$ cat src/rtl/controlador_linha_envase_param.sv
// ============================================================================
//  Module   : controlador_linha_envase_param
//  Purpose  : Parametrised fill/cap line controller. Sequences conveyor, fill
//             valve and capper, counts bottles into batches and manages a
//             two-level cork store (main buffer auto-refilled from secondary).
//  Options  : define FILL_TIMEOUT_EN to abort a FILLING phase that does not
//             see the bottle-full sensor within FILL_TIMEOUT cycles.
//  Revision : 1.0 - initial parametrised release
// ============================================================================
`default_nettype none

module controlador_linha_envase_param #(
  parameter int MAIN_DEPTH   = 20,
  parameter int SEC_DEPTH    = 99,
  parameter int MIN_LEVEL    = 5,
  parameter int TRANSFER_QTY = 15,
  parameter int BATCH        = 12,
  parameter int BATCH_MAX    = 99,
  parameter int FILL_TIMEOUT = 1000,
  localparam int MW = $clog2(MAIN_DEPTH + 1),
  localparam int SW = $clog2(SEC_DEPTH + 1),
  localparam int BW = $clog2(BATCH),
  localparam int KW = $clog2(BATCH_MAX + 1)
) (
  input  logic          clk,
  input  logic          rst,
  input  logic          start_stop,
  input  logic          pg,
  input  logic          ch,
  input  logic          cq,
  input  logic          op_load,
  input  logic [SW-1:0] op_qty,
  output logic          m,
  output logic          ve,
  output logic          ev,
  output logic          al,
  output logic          load_err,
  output logic          batch_done,
  output logic [1:0]    estado,
  output logic [MW-1:0] main_level,
  output logic [SW-1:0] sec_level,
  output logic [BW-1:0] bottle_count,
  output logic [KW-1:0] batch_count
);

  // Main sequencing FSM encoding (also the externally visible state code)
  localparam logic [1:0] c_S_IDLE     = 2'b00;
  localparam logic [1:0] c_S_CONVEYOR = 2'b01;
  localparam logic [1:0] c_S_FILLING  = 2'b10;
  localparam logic [1:0] c_S_CAPPING  = 2'b11;

  // Cork transfer FSM encoding
  localparam logic [0:0] c_T_IDLE = 1'b0;
  localparam logic [0:0] c_T_MOVE = 1'b1;

  localparam int RW = $clog2(TRANSFER_QTY + 1);

  localparam logic [MW-1:0] c_main_full   = MW'(MAIN_DEPTH);
  localparam logic [MW-1:0] c_min_level   = MW'(MIN_LEVEL);
  localparam logic [SW:0]   c_sec_full_x  = (SW+1)'(SEC_DEPTH);
  localparam logic [RW-1:0] c_xfer_qty    = RW'(TRANSFER_QTY);
  localparam logic [BW-1:0] c_batch_last  = BW'(BATCH - 1);
  localparam logic [KW-1:0] c_batch_max   = KW'(BATCH_MAX);

  // State and storage registers
  logic [1:0]    r_state;
  logic [0:0]    r_t_state;
  logic [RW-1:0] r_rem;
  logic [MW-1:0] r_main;
  logic [SW-1:0] r_sec;
  logic [BW-1:0] r_bottle;
  logic [KW-1:0] r_batch;
  logic          r_batch_done;
  logic          r_load_err;
  logic          r_ss_prev;

  // Combinational helpers
  logic [1:0]    w_state_next;
  logic          w_consume;
  logic          w_xfer;
  logic          w_rise;
  logic [MW:0]   w_main_calc;
  logic [MW-1:0] w_main_next;
  logic [SW:0]   w_sec_mid;
  logic [SW:0]   w_cand;
  logic          w_load_bad;
  logic          w_load_ok;
  logic [SW-1:0] w_sec_next;
  logic [RW-1:0] w_rem_next;
  logic          w_timeout;
  logic          w_to_latch;

  // One cork leaves the main buffer on the capping-complete cycle
  assign w_consume = (r_state == c_S_CAPPING) && cq && (r_main != '0);

  // One cork moves secondary -> main on every active transfer cycle
  assign w_xfer = (r_t_state == c_T_MOVE) && (r_sec != '0) && (r_main != c_main_full);

  assign w_rise = start_stop && !r_ss_prev;

  // Main level: consume and transfer may coincide and cancel out
  assign w_main_calc = (MW+1)'(r_main) + (MW+1)'(w_xfer) - (MW+1)'(w_consume);
  assign w_main_next = w_main_calc[MW-1:0];

  // Secondary level: transfer decrement first, then the operator offer on top
  assign w_sec_mid  = (SW+1)'(r_sec) - (SW+1)'(w_xfer);
  assign w_cand     = w_sec_mid + (SW+1)'(op_qty);
  assign w_load_bad = op_load && ((w_cand > c_sec_full_x) || (op_qty == '0));
  assign w_load_ok  = op_load && !w_load_bad;
  assign w_sec_next = w_load_ok ? w_cand[SW-1:0] : w_sec_mid[SW-1:0];

  assign w_rem_next = r_rem - RW'(w_xfer);

`ifdef FILL_TIMEOUT_EN
  localparam int FW = (FILL_TIMEOUT > 1) ? $clog2(FILL_TIMEOUT) : 1;
  localparam logic [FW-1:0] c_fill_last = FW'(FILL_TIMEOUT - 1);

  logic [FW-1:0] r_fill_cnt;
  logic          r_to_latch;

  // Timeout fires on the last allowed FILLING cycle without the full sensor
  assign w_timeout  = (r_state == c_S_FILLING) && !ch && (r_fill_cnt == c_fill_last);
  assign w_to_latch = r_to_latch;

  // Fill watchdog counter and sticky alarm (cleared by a stop request)
  always_ff @(posedge clk) begin
    if (rst) begin
      r_fill_cnt <= '0;
      r_to_latch <= 1'b0;
    end else begin
      if ((r_state == c_S_FILLING) && !ch && !w_timeout) begin
        r_fill_cnt <= r_fill_cnt + FW'(1);
      end else begin
        r_fill_cnt <= '0;
      end
      if (w_timeout) begin
        r_to_latch <= 1'b1;
      end else if (!start_stop) begin
        r_to_latch <= 1'b0;
      end
    end
  end
`else
  // No watchdog: FILLING waits on the full sensor indefinitely. The
  // comparison below is constant-false and only keeps the parameter bound.
  assign w_timeout  = 1'b0;
  assign w_to_latch = (FILL_TIMEOUT < 0);
`endif

  // Main FSM next-state decision
  always_comb begin
    w_state_next = r_state;
    case (r_state)
      c_S_IDLE: begin
        if (start_stop && (r_main != '0) && !w_to_latch) begin
          w_state_next = c_S_CONVEYOR;
        end
      end
      c_S_CONVEYOR: begin
        if (!start_stop) begin
          w_state_next = c_S_IDLE;
        end else if (pg) begin
          // Never start a bottle that cannot be capped
          w_state_next = (r_main != '0) ? c_S_FILLING : c_S_IDLE;
        end
      end
      c_S_FILLING: begin
        if (ch) begin
          w_state_next = c_S_CAPPING;
        end else if (w_timeout) begin
          w_state_next = c_S_IDLE;
        end
      end
      default: begin
        if (cq) begin
          w_state_next = (start_stop && (w_main_next != '0)) ? c_S_CONVEYOR : c_S_IDLE;
        end
      end
    endcase
  end

  // Main FSM state register and run-request edge tracker
  always_ff @(posedge clk) begin
    if (rst) begin
      r_state   <= c_S_IDLE;
      r_ss_prev <= 1'b0;
    end else begin
      r_state   <= w_state_next;
      r_ss_prev <= start_stop;
    end
  end

  // Transfer FSM: burst of up to TRANSFER_QTY corks when main runs low
  always_ff @(posedge clk) begin
    if (rst) begin
      r_t_state <= c_T_IDLE;
      r_rem     <= '0;
    end else begin
      case (r_t_state)
        c_T_IDLE: begin
          if ((r_main <= c_min_level) && (r_sec != '0)) begin
            r_t_state <= c_T_MOVE;
            r_rem     <= c_xfer_qty;
          end
        end
        default: begin
          r_rem <= w_rem_next;
          if ((w_rem_next == '0) || (w_main_next == c_main_full) ||
              (w_sec_next == '0) || !w_xfer) begin
            r_t_state <= c_T_IDLE;
          end
        end
      endcase
    end
  end

  // Cork levels and operator-load reject pulse
  always_ff @(posedge clk) begin
    if (rst) begin
      r_main     <= c_main_full;
      r_sec      <= '0;
      r_load_err <= 1'b0;
    end else begin
      r_main     <= w_main_next;
      r_sec      <= w_sec_next;
      r_load_err <= w_load_bad;
    end
  end

  // Bottle / batch counting; a fresh run request in IDLE starts a new tally
  always_ff @(posedge clk) begin
    if (rst) begin
      r_bottle     <= '0;
      r_batch      <= '0;
      r_batch_done <= 1'b0;
    end else begin
      r_batch_done <= 1'b0;
      if ((r_state == c_S_IDLE) && w_rise) begin
        r_bottle <= '0;
        r_batch  <= '0;
      end else if (w_consume) begin
        if (r_bottle == c_batch_last) begin
          r_bottle     <= '0;
          r_batch      <= (r_batch == c_batch_max) ? '0 : r_batch + KW'(1);
          r_batch_done <= 1'b1;
        end else begin
          r_bottle <= r_bottle + BW'(1);
        end
      end
    end
  end

  // Moore outputs decoded from the registered state
  assign m  = (r_state == c_S_CONVEYOR);
  assign ve = (r_state == c_S_FILLING);
  assign ev = (r_state == c_S_CAPPING);

  // Starvation alarm while a run is requested with an empty main buffer
  assign al = (start_stop && (r_main == '0) &&
               ((r_state == c_S_IDLE) || (r_state == c_S_CONVEYOR))) || w_to_latch;

  assign load_err     = r_load_err;
  assign batch_done   = r_batch_done;
  assign estado       = r_state;
  assign main_level   = r_main;
  assign sec_level    = r_sec;
  assign bottle_count = r_bottle;
  assign batch_count  = r_batch;

endmodule

`default_nettype wire

$ cat config.mk
export PLATFORM = sky130hd
export DESIGN_NAME = controlador_linha_envase_param
export DESIGN_NICKNAME = d
export VERILOG_FILES = /design/src/rtl/controlador_linha_envase_param.sv
export SDC_FILE = /design/constraint.sdc
export NUM_CORES = 1
export LEC_CHECK = 0
export CAP_MARGIN = 25
export CORE_ASPECT_RATIO = 1.4
export CORE_MARGIN = 4
export CORE_UTILIZATION = 55
export DETAILED_ROUTE_END_ITERATION = 6
export GPL_ROUTABILITY_DRIVEN = 0
export PLACE_DENSITY = 0.84
export SLEW_MARGIN = 40
export SYNTH_ARGS = -nofsm -noshare
export SYNTH_HDL_FRONTEND = slang
export SYNTH_SLANG_ARGS = --single-unit
$ cat constraint.sdc
create_clock -name clk -period 9.9 [get_ports clk]
set_clock_uncertainty 0.05 [all_clocks]
set_input_delay 1.485 -clock clk [delete_from_list [all_inputs] [get_ports clk]]
set_output_delay 1.485 -clock clk [all_outputs]
set_load 0.05 [all_outputs]
==> reports/metrics.cfg, run 1 <==
[outcome]
outcome = finished, final reports clean

[timing]
worst_slew_pin_slew_ns = 0.681
hold_violations = 0
finalSetupViolations = 0
slew_headroom_pct = 54.4
period_share_pct = 47.7
fmax_ghz = 0.212
fin_setup_tns_ns = 0
rsz0062_at_grt = no
drv_slew = 0
period_needed_ns = 4.72

[critical_path]
crit_path_start_kind = flop
critPathSlowestCell = nor4_1
endpoint_kind = flop
criticalPathCategory = reg2reg
reg2reg_to = sec_level[1]$_SDFF_PP0_
cp_cell_sequence = nor4_1, nor4b_1, nand3b_1, inv_1, ha_1, nor2b_1, nor2b_1, xnor2_1, inv_1, ha_1, a2111oi_0, o21ai_0, o21ai_0, mux2i_1, o31a_2, mux2_2
rrSetupSlack_ns = 5.18
arrival_ns = 4.85
slowest_delay_ns = 0.61
rr_startpoint = sec_level[2]$_SDFF_PP0_
worst_ep_required_time_ns = 10.03
worst-path-max-fanout = 8
r2r_cells = 16

[yosys]
ys_async_sr_fraction_pct = 0
syn_area_per_cell_um2 = 8.46
synth-main-ff-cell = dfxtp_1
seq_area_frac_synth_pct = 28.2
syn-num-nets = 316
synth_edf_count = 0
yosysWarnings = 0
syn_inst = 277
synth_area_um2 = 2340
synth_cell_types = 55
yosys_register_bits = 33

[clock_tree]
clk_pin_slew_ns = 0.07
clk_path_buf_depth = 2
postCtsSetupRepairBufs = 0
cts-resized-gates = 0
cts_tree = built
clock-sinks = 33
clkLatencyLatePin_ns = 0.29
cts_buffers = 5
ctsHoldBuffers = 0
clockRootBuffer = clkbuf_8
clock_tree.htree_level_count = 2

[layout]
final_core_util_pct = 72.0
drive_gt1_share_pct = 5.57
antenna_cells = 0
finalNetCount = 361
syn_to_final_growth_pct = 23.6
nFillCells = 324

[routing]
vias_per_cell = 5.87
first_pass_iters = 4
num_vias = 2148
wire_per_inst_um = 15.0
final_antenna_net_count = 0
drt_wl_total_um = 5510
drt_iter0_markers = 105
drc = 0

[power]
power_density_nw_per_um2 = 214
max-vdd-ir-drop_v = 0.000205
power.leakage_nw = 1.19

[grt]
grt_pass1_wl_um = 9420
grt-ovfl-total = 0
antenna_found_initial = 0
grt_pass1_vias = 2168
grt_max_degree = 19
grt_usage_pct = 21.4

[die]
start_util_pct = 58.3
die_area_um2 = 5380
coreArea_um2 = 4020
die_x_um = 63.2
ioPinCount = 45
dieHeight_um = 85.2
fp-row-count = 27

[worst_hold_path]
holdPathEnd = r_rem[2]$_SDFFE_PP0P_
holdPathStages = 1
hp-start = r_rem[2]$_SDFFE_PP0P_
hp-class = reg2reg

[placed_design]
portBuffers = 44
hpwlAfterDp_um = 4320

[job]
maxCapViolCount = 0

-- logic make-up after synthesis --
family | Yosys count | share of synthesized area (%)
compound gates | 49 | 14.9
xor+xnor | 21 | 7.85
fa+ha+maj | 25 | 14.0
buf+inv | 30 | 5.23
flops | 33 | 28.2
mux | 10 | 4.38
simple gates | 109 | 25.4
-- cell usage in the layout (no fill, tap or decap), types with 6 or more instances in the layout --
| cell | netlist | layout |
|---|---|---|
| dfxtp_1 | 33 | 33 |
| mux2i_1 | 8 | 8 |
| a21oi_1 | 12 | 12 |
| nor3_1 | 11 | 11 |
| inv_1 | 23 | 23 |
| ha_1 | 23 | 23 |
| xnor2_1 | 12 | 12 |
| nand2_1 | 20 | 20 |
| clkdlybuf4s50_1 | 0 | 44 |
| nand4_1 | 7 | 7 |
| nor2_1 | 27 | 27 |
| o21ai_0 | 6 | 6 |
| xor2_1 | 9 | 9 |
| nor2b_1 | 12 | 12 |
-- per-layer routing --
metal / global-route usage, % / wire length, um / up-vias
met5: 0 / 0 / -
li1: - / - / 1082
met3: 2.91 / 203 / 16
met2: 40.3 / 2960 / 50
met4: 12.7 / 177 / 0
met1: 22.0 / 2170 / 1000
-- final cells by class --
type | count | area, um^2 | share of cell area, %
Clock buffer | 5 | 68.8 | 2.38
Clock inverter | 3 | 17.5 | 0.605
Inverter | 23 | 86.3 | 2.98
Multi-Input combinational cell | 214 | 1560 | 53.9
Sequential cell | 33 | 661 | 22.8
Tap cell | 43 | 53.8 | 1.86
Timing Repair Buffer | 45 | 448 | 15.5
-- power by group --
group,internal (mW),switching [mW],leakage [nW]
Clock,0.0485,0.0522,0.0439
Sequential,0.153,0.0252,0.268
Combinational,0.138,0.202,0.880
Total,0.340,0.279,1.19
-- flip-flops by register name, indices dropped and copies added, names as in the netlist --
signal        count
sec_level         7
batch_done        1
r_rem             4
batch_count       7
estado            2
bottle_count      4
main_level        5
r_ss_prev         1
load_err          1
r_t_state         1
-- per-stage QoR --
step / setup slack, ns / instances / area (um^2) / hold WS [ns] / power, mW
2_1_floorplan: 5.60 / 277 / 2340 / 0.449 / 0.431
3_3_place_gp: 5.32 / 358 / 2810 / 0.471 / 0.510
3_5_place_dp: 5.30 / 358 / 2810 / 0.482 / 0.517
4_1_cts: 5.26 / 366 / 2890 / 0.492 / 0.618
5_1_grt: 4.81 / 366 / 2890 / 0.535 / 0.658
6_report: 5.18 / 366 / 2890 / 0.496 / 0.620
-- cell usage after synthesis (all sizes together) (6+ instances only) --
| master | instances | share of area (%) |
|---|---|---|
| xnor2 | 12 | 4.5 |
| nor2 | 27 | 4.3 |
| nor2b | 12 | 3.2 |
| nand2 | 20 | 3.2 |
| a211oi | 6 | 2.1 |
| xor2 | 9 | 3.4 |
| inv | 23 | 3.7 |
| mux2i | 8 | 3.4 |
| o21ai | 6 | 1.3 |
| nand4 | 7 | 1.9 |
| a21oi | 12 | 2.6 |
| ha | 23 | 12 |
| dfxtp | 33 | 28 |
| nor3 | 11 | 2.4 |
-- how the worst max path moves through the flow --
| stage | from | endpoint | cells past startpoint |
|---|---|---|---|
| after floorplan | sec_level[2]$_SDFF_PP0_ | sec_level[0]$_SDFF_PP0_ | 16 |
| after global placement | start_stop | al | 4 |
| after detailed placement | sec_level[2]$_SDFF_PP0_ | sec_level[1]$_SDFF_PP0_ | 16 |
| after CTS | sec_level[2]$_SDFF_PP0_ | sec_level[1]$_SDFF_PP0_ | 16 |
| after global routing | sec_level[2]$_SDFF_PP0_ | sec_level[1]$_SDFF_PP0_ | 16 |
| final | sec_level[2]$_SDFF_PP0_ | sec_level[1]$_SDFF_PP0_ | 16 |
-- worst max-delay path: cells and delay by family (launching register included) --
kind | cells | cell delay, ns
buf+inv | 2 | 0.18
compound gates | 4 | 1.01
simple gates | 5 | 1.49
flops | 1 | 0.37
mux | 2 | 0.75
xor+xnor | 1 | 0.27
fa+ha+maj | 2 | 0.49
No activity file was read; power rests on OpenSTA's default activity.
==> run 2, diff against run 1 <==
Settings changed: CORE_UTILIZATION 55 to 52, PLACE_DENSITY 0.84 to 0.8.
Clock period 9.9 ns to 4.7 ns, I/O delays scaled along.
==> run 2 against run 1 <==
Compared with the run above: sequential power is 110% higher; setup slack lost 4.7 ns; die area up 5.1%; global-route usage grew 1.1 points; total power is 120% higher; combinational power grew 120%; largest power group unchanged; sequential share of layout area is 0.41 points lower; core utilization decreased by 3.6 points; critical path type unchanged.
==> reports/metrics.cfg, run 2 (synthesis results as in run 1) <==
[die]
ioPinCount = 45
fp-row-count = 28
die_x_um = 64.7
dieHeight_um = 87.4
start_util_pct = 54.4
die_area_um2 = 5660
coreArea_um2 = 4310

[outcome]
outcome = finished, final reports clean

[timing]
worst_slew_pin_slew_ns = 0.658
rsz0062_at_grt = no
hold_violations = 0
drv_slew = 0
fmax_ghz = 0.237
hold_ws_ns = 0.497
period_needed_ns = 4.22
slew_headroom_pct = 56.0
period_share_pct = 89.8
finalSetupViolations = 0
fin_setup_tns_ns = 0

[grt]
grt_pass1_vias = 2175
grt-ovfl-total = 0
grt_usage_pct = 22.5
grt_pass1_wl_um = 9800
antenna_found_initial = 0
grt_max_degree = 19

[clock_tree]
clk_pin_slew_ns = 0.07
cts_buffers = 5
clock_tree.htree_level_count = 2
clkLatencyLatePin_ns = 0.29
cts_tree = built
clock-sinks = 33
ctsHoldBuffers = 0
clk_path_buf_depth = 2
clockRootBuffer = clkbuf_8

[worst_hold_path]
hp-class = reg2reg
holdPathStages = 1
holdPathEnd = r_rem[2]$_SDFFE_PP0P_
hp-start = r_rem[2]$_SDFFE_PP0P_

[layout]
finalNetCount = 363
layout_common_cells = 44 x clkdlybuf4s50_1, 33 x dfxtp_1, 27 x nor2_1
antenna_cells = 0
drive_gt1_share_pct = 7.08
fin_cells = 385
final_core_util_pct = 68.4
final_cell_area_um2 = 2950
syn_to_final_growth_pct = 25.8
final_common_cell = clkdlybuf4s50_1

[placed_design]
portBuffers = 44
hpwlAfterDp_um = 4570
place_inst = 376
placed_cell_area_um2 = 2840

[routing]
drt_iter0_markers = 121
final_antenna_net_count = 0
vias_per_cell = 5.65
first_pass_iters = 4
drc = 0
num_vias = 2177
wire_per_inst_um = 15.2
drt_wl_total_um = 5850

[critical_path]
critPathSlowestCell = dfxtp_1
worst_ep_required_time_ns = 4.84
reg2reg_to = sec_level[0]$_SDFF_PP0_
endpoint_kind = flop
worst-path-max-fanout = 8
cp_cell_sequence = nor4_2, nor4b_2, nand3b_1, inv_1, ha_1, nor2b_1, nor2b_1, xnor2_1, inv_1, ha_1, a2111oi_0, o21ai_0, o21ai_0, mux2i_2, o31a_2, mux2_2
crit_buf_inv = 2
path_delay_family = simple AND/OR/NAND/NOR gates
rr_startpoint = sec_level[2]$_SDFF_PP0_
rrSetupSlack_ns = 0.48
r2r_cells = 16
arrival_ns = 4.36
slowest_delay_ns = 0.37
criticalPathCategory = reg2reg
crit_path_start_kind = flop

[power]
comb_power_share_pct = 55.7
p_int_mw = 0.737
power.leakage_nw = 1.20
power_density_nw_per_um2 = 457
p_switching_mw = 0.609
seqPwrFrac_pct = 28.3
p_sw_share_pct = 45.2
max-vdd-ir-drop_v = 0.000297
pwr-share-clk_pct = 16.0

[job]
maxCapViolCount = 0

==> run 2: cell types whose count changed in the layout (fill, tap and decap cells not counted) <==
| cell | delta |
|---|---|
| buf_4 | +2 |
| mux2i_1 | -1 |
| mux2i_2 | +1 |
| nor4_1 | -1 |
| nor4_2 | +1 |
| nor4b_1 | -1 |
| nor4b_2 | +1 |
==> run 2: worst max path at each step <==
stage | startpoint | endpoint | slack, ns | cells after the start
global placement | sec_level[2]$_SDFF_PP0_ | sec_level[0]$_SDFF_PP0_ | 0.48 | 16
global route | sec_level[2]$_SDFF_PP0_ | sec_level[1]$_SDFF_PP0_ | 0.04 | 16
finish | sec_level[2]$_SDFF_PP0_ | sec_level[0]$_SDFF_PP0_ | 0.48 | 16
detailed placement | sec_level[2]$_SDFF_PP0_ | sec_level[0]$_SDFF_PP0_ | 0.39 | 16
floorplan | sec_level[2]$_SDFF_PP0_ | sec_level[0]$_SDFF_PP0_ | 0.40 | 16
CTS | sec_level[2]$_SDFF_PP0_ | sec_level[0]$_SDFF_PP0_ | 0.32 | 16
==> run 2: what timing repair did <==
item,CTS,global route
resized for setup,0,3
endpoints found under the setup margin,0,7
buffers inserted,0,1
==> run 2: per-stage QoR <==
| stage | total power [mW] | worst slack [ns] |
|---|---|---|
| global route | 1.44 | 0.0386 |
| CTS | 1.33 | 0.324 |
| finish | 1.35 | 0.479 |
| detailed placement | 1.11 | 0.388 |
| floorplan | 0.907 | 0.402 |
| global placement | 1.10 | 0.485 |
==> run 2: power by group through the flow <==
stage / logic [mW] / clock network, mW / registers [mW]
after detailed placement: 0.730 / 0 / 0.383
final: 0.750 / 0.215 / 0.381
after global placement: 0.718 / 0 / 0.382
after floorplan: 0.427 / 0 / 0.481
after CTS: 0.733 / 0.219 / 0.376
after global routing: 0.816 / 0.234 / 0.389
==> run 2: worst register-to-register path, stage by stage (launching register included) <==
cell       delay, ns
dfxtp_1         0.37
nor4_2          0.34
nor4b_2         0.30
nand3b_1        0.17
inv_1           0.08
ha_1            0.21
nor2b_1         0.17
nor2b_1         0.16
xnor2_1         0.25
inv_1           0.10
ha_1            0.28
a2111oi_0       0.35
o21ai_0         0.15
o21ai_0         0.20
mux2i_2         0.32
o31a_2          0.27
mux2_2          0.35
==> run 2: metal layers <==
metal  routed length (um)  track usage (%)
met2                 3200             42.1
met3                  235             4.52
met4                  270             15.0
met1                 2150             21.9
met5                    0                0
==> run 2: layout make-up <==
type | count | area (um^2)
flip-flops and latches | 33 | 661
inverters | 23 | 86.3
clock buffers | 5 | 68.8
well taps | 60 | 75.1
clock inverters | 3 | 17.5
multi-input cells | 214 | 1580
repair buffers | 47 | 463
fillers | 384 | 1360
